--- src/rtl/vector_cmd_queue.sv ---
// vector_cmd_queue
//
// Buffers packed vector commands from the host in a synchronous FIFO. It issues
// each command to the downstream `control` block only while `control` reports
// ready. Each issue is a stable x/y pair plus a one-cycle jump or draw pulse.
// EOF words produce a frame_end pulse instead. NOP words are consumed without
// any visible effect.
//
// Ports:
//   clk        system clock
//   reset      synchronous, active-high reset
//   wr_en      push wr_data this cycle
//   wr_data    command word: [25:24] op (00 NOP, 01 JUMP, 10 DRAW, 11 EOF),
//              [23:12] x, [11:0] y
//   flush      synchronous FIFO clear, also clears overflow
//   halt       blocks new pops; an in-flight word still completes
//   ctl_ready  ready from control
//   x, y       registered coordinates to control
//   jump       one-cycle jump pulse
//   draw       one-cycle draw pulse
//   frame_end  one-cycle pulse when an EOF word issues
//   empty      FIFO empty
//   full       FIFO full
//   count      words currently stored
//   overflow   sticky: a write was dropped because the FIFO was full

module vector_cmd_queue #(
  parameter int unsigned ADDR_W = 6
) (
  input  logic              clk,
  input  logic              reset,
  input  logic              wr_en,
  input  logic [25:0]       wr_data,
  input  logic              flush,
  input  logic              halt,
  input  logic              ctl_ready,
  output logic [11:0]       x,
  output logic [11:0]       y,
  output logic              jump,
  output logic              draw,
  output logic              frame_end,
  output logic              empty,
  output logic              full,
  output logic [ADDR_W:0]   count,
  output logic              overflow
);

  localparam int unsigned    Depth  = 2 ** ADDR_W;
  localparam logic [ADDR_W:0] PtrOne = 1;

  localparam logic [1:0] OpNop  = 2'b00;
  localparam logic [1:0] OpJump = 2'b01;
  localparam logic [1:0] OpDraw = 2'b10;
  localparam logic [1:0] OpEof  = 2'b11;

  typedef enum logic [1:0] {
    StIdle,
    StLoad,
    StPulse,
    StSettle
  } state_e;

  logic [25:0]     mem_q [Depth];
  logic [ADDR_W:0] wr_ptr_q;
  logic [ADDR_W:0] rd_ptr_q;
  logic            overflow_q;

  state_e          state_q;
  logic [25:0]     rd_data_q;
  logic [11:0]     x_q;
  logic [11:0]     y_q;
  logic            jump_q;
  logic            draw_q;
  logic            frame_end_q;

  logic            do_write;
  logic            do_pop;

  // Extra pointer bit distinguishes full (wrap bits differ) from empty.
  assign count = wr_ptr_q - rd_ptr_q;
  assign empty = (wr_ptr_q == rd_ptr_q);
  assign full  = (wr_ptr_q[ADDR_W] != rd_ptr_q[ADDR_W]) &&
                 (wr_ptr_q[ADDR_W-1:0] == rd_ptr_q[ADDR_W-1:0]);

  assign do_write = wr_en && !full && !flush;
  assign do_pop   = (state_q == StIdle) && !empty && ctl_ready && !halt && !flush;

  // Storage is not reset; the pointers alone define which entries are valid.
  always_ff @(posedge clk) begin
    if (do_write && !reset) begin
      mem_q[wr_ptr_q[ADDR_W-1:0]] <= wr_data;
    end
  end

  always_ff @(posedge clk) begin
    if (reset) begin
      wr_ptr_q   <= '0;
      rd_ptr_q   <= '0;
      overflow_q <= 1'b0;
    end else if (flush) begin
      // Flush wins over any write this cycle and never raises overflow.
      rd_ptr_q   <= wr_ptr_q;
      overflow_q <= 1'b0;
    end else begin
      if (do_write) begin
        wr_ptr_q <= wr_ptr_q + PtrOne;
      end
      if (do_pop) begin
        rd_ptr_q <= rd_ptr_q + PtrOne;
      end
      // A full FIFO drops the word even when a pop frees a slot this cycle.
      if (wr_en && full) begin
        overflow_q <= 1'b1;
      end
    end
  end

  always_ff @(posedge clk) begin
    if (reset) begin
      state_q     <= StIdle;
      rd_data_q   <= '0;
      x_q         <= '0;
      y_q         <= '0;
      jump_q      <= 1'b0;
      draw_q      <= 1'b0;
      frame_end_q <= 1'b0;
    end else begin
      unique case (state_q)
        StIdle: begin
          if (do_pop) begin
            rd_data_q <= mem_q[rd_ptr_q[ADDR_W-1:0]];
            state_q   <= StLoad;
          end
        end
        StLoad: begin
          case (rd_data_q[25:24])
            OpJump: begin
              x_q     <= rd_data_q[23:12];
              y_q     <= rd_data_q[11:0];
              jump_q  <= 1'b1;
              state_q <= StPulse;
            end
            OpDraw: begin
              x_q     <= rd_data_q[23:12];
              y_q     <= rd_data_q[11:0];
              draw_q  <= 1'b1;
              state_q <= StPulse;
            end
            OpEof: begin
              frame_end_q <= 1'b1;
              state_q     <= StPulse;
            end
            OpNop: begin
              state_q <= StIdle;
            end
          endcase
        end
        StPulse: begin
          jump_q      <= 1'b0;
          draw_q      <= 1'b0;
          frame_end_q <= 1'b0;
          state_q     <= StSettle;
        end
        StSettle: begin
          // control's ready lags the pulse, so skip one cycle before popping again.
          state_q <= StIdle;
        end
      endcase
    end
  end

  assign x         = x_q;
  assign y         = y_q;
  assign jump      = jump_q;
  assign draw      = draw_q;
  assign frame_end = frame_end_q;
  assign overflow  = overflow_q;

endmodule
--- config.mk ---
export PLATFORM = sky130hd
export DESIGN_NAME = vector_cmd_queue
export DESIGN_NICKNAME = d
export VERILOG_FILES = /design/src/rtl/vector_cmd_queue.sv
export SDC_FILE = /design/constraint.sdc
export NUM_CORES = 2
export LEC_CHECK = 0
export ABC_CLOCK_PERIOD_IN_PS = 8500
export CAP_MARGIN = 30
export CORE_ASPECT_RATIO = 1.75
export CORE_MARGIN = 2
export CORE_UTILIZATION = 50
export CTS_BUF_LIST = sky130_fd_sc_hd__clkbuf_4 sky130_fd_sc_hd__clkbuf_8 sky130_fd_sc_hd__clkbuf_16
export CTS_CLUSTER_SIZE = 28
export DETAILED_ROUTE_END_ITERATION = 8
export PLACE_DENSITY = 0.62
export SYNTH_ARGS = -nofsm -noshare
export SYNTH_HDL_FRONTEND = slang
export SYNTH_SLANG_ARGS = --single-unit
--- constraint.sdc ---
create_clock -name clk -period 8.5 [get_ports clk]
set_clock_uncertainty 0.1 [all_clocks]
set_input_delay 2.125 -clock clk [delete_from_list [all_inputs] [get_ports clk]]
set_output_delay 2.125 -clock clk [all_outputs]
set_load 0.01 [all_outputs]
# Yosys cells after proc, flatten, opt, wreduce, memory -nomap -nowiden
# Memory sizes are Yosys's and may differ from the RTL's. A register that Yosys moved wholly into a read port is not among the register bits.
# Index checks and enable logic that the tools add are counted.
# op_classes
n_bitwise	1
mux	13
reduce_logical	27
n_eq_ne	13
add_sub_neg	3
# op_table
cell	n
7-bit by 1-bit adder with 7-bit output (second input constant)	2
7-bit two-way mux	2
2-bit AND reduction	6
1-bit logical AND	9
2-bit == test (second input constant)	4
2-bit inequality test (second input constant)	4
2-bit one-hot mux with 4 select lines	1
7-bit == test	1
7-bit subtractor	1
6-bit == test	1
1-bit one-hot mux with 2 select lines	3
1-bit zero test	5
1-bit two-way mux	5
2-bit by 1-bit == test with 1-bit output (second input constant)	2
2-bit zero test	2
2-bit one-hot mux with 2 select lines	1
2-bit nonzero test	2
2-bit OR reduction	2
3-bit OR reduction	1
2-bit two-way mux	1
1-bit inequality test	1
1-bit NOT	1
# totals
reg_bits	44
output_inout_bits	37
n_memories	1
ram_bits	1664
wordCells	67
# mem_list
memory	depth	width	rd	rd_clocked_by_memory_dff	wr	line	text
mem_q	64	26	1	1	1	63	logic [25:0] mem_q [Depth];

# Longest topological paths before layout
# logic_depth
depth_word	8
depth_mapped	14
mapped_depth_nobuf	9

# Worst setup path after synthesis
# OpenSTA, ideal clock, no wires.
# synth_path
path_kind	input port to flip-flop
from	in flush
to	mem mem_q[56][0] (enable)
arrival_time_ps	4304
setup_ps	409
slack_ps	3688
stages	6
n_path_buf	1
path_cell_list	clkbuf_1 nand2b_1 a41oi_2 and3_1 nand2_1 nor2_1
# synth_via
elab_chain_cells	5
# synth_lines
item	line	text
start: declaration	34	input logic flush,
1-bit zero test	85	assign do_write = wr_en && !full && !flush;
1-bit logical AND	85	
1-bit logical AND	90	if (do_write && !reset) begin
1-bit two-way mux	90	
1-bit two-way mux (not written as such)	91	mem_q[wr_ptr_q[ADDR_W-1:0]] <= wr_data;
end: declaration	63	
# No other way between the ends.

# Final worst setup path
# layout_path
from	reg rd_ptr_q[2]
to	out count[6]
# layout_via
elab_chain_cells	1
# layout_lines
item	line	text
start: declaration	65	logic [ADDR_W:0] rd_ptr_q;
start signal: assignment	102	rd_ptr_q <= wr_ptr_q;
start signal: assignment	109	rd_ptr_q <= rd_ptr_q + PtrOne;
7-bit subtractor	80	assign count = wr_ptr_q - rd_ptr_q;
end: declaration	44	output logic [ADDR_W:0] count,
# No other way between the ends.

==> flow_metrics.env <==
export IMPL_wl_um=173000
export IMPL_synth_top_family_by_area="multiplexers"
export IMPL_grt_max_degree=102
export IMPL_clkPwrFrac=0.408
export IMPL_power_density_mw_per_mm2=228
export IMPL_cts_buffer_depth=3
export IMPL_wire_per_inst_um=33.6
export IMPL_cp_cell_sequence="inv_2, ha_1, nor2b_1, o21ai_0, nand2b_1, a21o_1, a21oi_1, xor2_1, clkdlybuf4s50_1"
export IMPL_fin_area_mm2=0.0743
export IMPL_cts_buffers=149
export IMPL_synth_area_per_cell_um2=20.9
export IMPL_post_cts_buffers=0
export IMPL_slew_viol_final=0
export IMPL_muxShareOfSynthArea=0.146
export IMPL_synthDominantAreaCellType="edfxtp_1"
export IMPL_worst_slack_ns=2.17
export IMPL_rows=176
export IMPL_setup_viol=0
export IMPL_rsz0062_at_grt="false"
export IMPL_fin_cells=5158
export IMPL_yosysSeqAreaShare=0.773
export IMPL_drt_initial_drc_count=3783
export IMPL_clk_latency_ns=0.78
export IMPL_gp_congestion=0.964
export IMPL_dieHeight_um=486
export IMPL_gr_usage_all_layers=0.260
export IMPL_fin_crit_sh=0.745
export IMPL_syn_nets=3224
export IMPL_slew_headroom=0.112
export IMPL_synth_compound_area_share=0.0388
export IMPL_clkSinkCount=1734
export IMPL_yosysMostFrequentCell="edfxtp_1"
export IMPL_ios=69
export IMPL_synth_edf_count=1664
export IMPL_crit_fanout=33
export IMPL_synth_seq_cells=1734
export IMPL_clkTransAtPathRegs_ns=0.06
export IMPL_crit_type="register to primary output"
export IMPL_crit_arrival_ns=4.10
export IMPL_max_vdd_ir_drop_uv=204
export IMPL_p_sw_frac=0.205
export IMPL_synthAdderAreaFrac=0.00256
export IMPL_p_int_uw=13500
export IMPL_ctsRootBufferMaster="clkbuf_16"
export IMPL_start_util=0.504
export IMPL_p_seq_frac=0.554
export IMPL_pre_cts_slack_ns=2.99
export IMPL_synthCells=3179
export IMPL_cts_tree="built"
export IMPL_drt_pass1_iterations=6
export IMPL_fmax_mhz=158
export IMPL_status="completed"
export IMPL_critPathMaxStageDelay_ns=0.67
export IMPL_worst_pin_slew_ns=1.33
export IMPL_nFillCells=9722
export IMPL_crit_slowest_cell="dfxtp_4"
export IMPL_ant_nets=0
export IMPL_netlist_area_leader_share=0.752
export IMPL_port_buffer_count=68
export IMPL_cts_resized=0
export IMPL_die_x_um=280
export IMPL_nets=3395
export IMPL_hold_violations=0
export IMPL_synthToLayoutAreaGrowth_pct=11.9
export IMPL_dpl_instance_area_mm2=0.0694
export IMPL_core_area_mm2=0.132
export IMPL_drive_above_1_share=0.260
export IMPL_drc=0
export IMPL_grt_pass1_vias=33400
export IMPL_hpwl_um=104000
export IMPL_synthXorXnorAreaFrac=0.00224
export IMPL_cp_data_required_time_ns=6.28
export IMPL_dp_cells=4888
export IMPL_synthFlopType="edfxtp_1"
export IMPL_yosys_cell_types_count=48
export IMPL_fin_tns_setup_ns=0
export IMPL_critPathCaptureType="primary output"
export IMPL_hp_class="register to register"
export IMPL_cts_htree_levels=4
export IMPL_yosysWarningCount=0
export IMPL_leakage_uw=0.0225
export IMPL_pwr_share_comb=0.039
export IMPL_grt_antenna_before_repair=5
export IMPL_drv_cap=0
export IMPL_async_reset_ff_frac=0
export IMPL_synthSimpleGateAreaFrac=0.0209
export IMPL_fin_crit_ns=6.33
export IMPL_hold_buffers=0
export IMPL_synthTopCellsByCount="1664 x edfxtp_1, 364 x mux4_2, 171 x nand2_1, 120 x a21oi_1, 113 x nor2_1"
export IMPL_vias=32400
export IMPL_via_per_inst=6.29
export IMPL_synth_top_cells_by_area="edfxtp_1 75%, mux4_2 12%, dfxtp_1 2.1%"
export IMPL_grt_pass1_wl_um=247000
export IMPL_synth_area_mm2=0.0664
export IMPL_overflow=0
export IMPL_critPathLaunchType="register"
export IMPL_die_area_mm2=0.136
export IMPL_p_sw_uw=3470
## stage by stage
| step | hold slack [ns] | util | total power, uW |
|---|---|---|---|
| 6_report | 0.357 | 0.565 | 16900 |
| 5_1_grt | 0.374 | 0.565 | 17400 |
| 4_1_cts | 0.361 | 0.564 | 17100 |
| 3_5_place_dp | 0.352 | 0.527 | 10200 |
| 3_3_place_gp | 0.346 | 0.526 | 10200 |
| 2_1_floorplan | 0.329 | - | 9880 |
## final timing paths
| check | slack [ns] | startpoint | cells past startpoint | endpoint |
|---|---|---|---|---|
| setup / recovery | 2.17 | rd_ptr_q[2] | 9 | count[6] |
| setup reg to reg | 3.67 | rd_ptr_q[0] | 7 | rd_data_q[18] |
| hold reg to reg | 0.36 | y[0] | 2 | y[0] |
| hold / removal | 0.36 | y[0] | 2 | y[0] |
## cells by family after synthesis
group / after synthesis
XOR/XNOR: 17
adder cells (fa/ha/maj): 13
buffers and inverters: 196
AND/OR/NAND/NOR: 339
multiplexers: 507
flip-flops: 1734
AO/OA/AOI/OAI: 373
## area by class of cell
class | instances | area (um^2) | area share
Inverter | 13 | 48.8 | 0.000656
Clock inverter | 80 | 853 | 0.0115
Sequential cell | 1734 | 51400 | 0.691
Clock buffer | 185 | 4080 | 0.0548
Antenna cell | 3 | 7.51 | 0.000101
Multi-Input combinational cell | 1249 | 14200 | 0.190
Timing Repair Buffer | 203 | 1700 | 0.0229
Tap cell | 1691 | 2120 | 0.0285
## per-layer routing
metal | share of wire | wire [um] | global-route usage
met5 | 0.00015 | 26 | 0
met4 | 0.067 | 11600 | 0.149
met3 | 0.060 | 10400 | 0.0384
met2 | 0.51 | 87600 | 0.434
met1 | 0.37 | 63700 | 0.325
## power by group through the flow
stage | registers [uW] | logic (uW) | clock network [uW]
floorplan | 9550 | 329 | 0
global placement | 9570 | 639 | 0
detailed placement | 9570 | 660 | 0
CTS | 9380 | 660 | 7040
global route | 9380 | 685 | 7330
finish | 9380 | 655 | 6910
## state kept, by name (all words and copies together), names as in the netlist, named ones only
name       count
draw           1
frame_end      1
jump           1
mem_q       1664
overflow       1
rd_data_q     26
rd_ptr_q       7
state_q        1
wr_ptr_q       7
x             12
y             12
## placed cells by master, fill, tap and decap left out, types with 9 or more instances in the layout
cell type	instances
a2111oi_2	17
a211oi_1	25
a21oi_1	120
a221oi_1	28
a22oi_1	63
a31oi_1	26
buf_2	25
buf_4	128
bufinv_16	16
clkbuf_16	153
clkbuf_4	31
clkdlybuf4s50_1	41
clkinv_1	28
clkinv_2	23
dfxtp_1	66
edfxtp_1	1664
ha_1	12
inv_1	9
inv_6	9
mux2_2	41
mux2i_1	99
mux4_2	364
nand2_1	171
nand3_1	12
nor2_1	43
nor2_2	67
nor3_1	14
o211ai_1	16
o21ai_0	21
o221ai_1	26
o22ai_1	18
xnor2_1	9
## worst max-delay path, delay by kind of cell, from the launching register on
family | cells | cell delay (ns)
flip-flops | 1 | 0.67
AO/OA/AOI/OAI | 3 | 0.54
buffers and inverters | 2 | 1.02
XOR/XNOR | 1 | 0.30
AND/OR/NAND/NOR | 2 | 0.30
adder cells (fa/ha/maj) | 1 | 0.50
No activity file was read; power rests on OpenSTA's default activity.
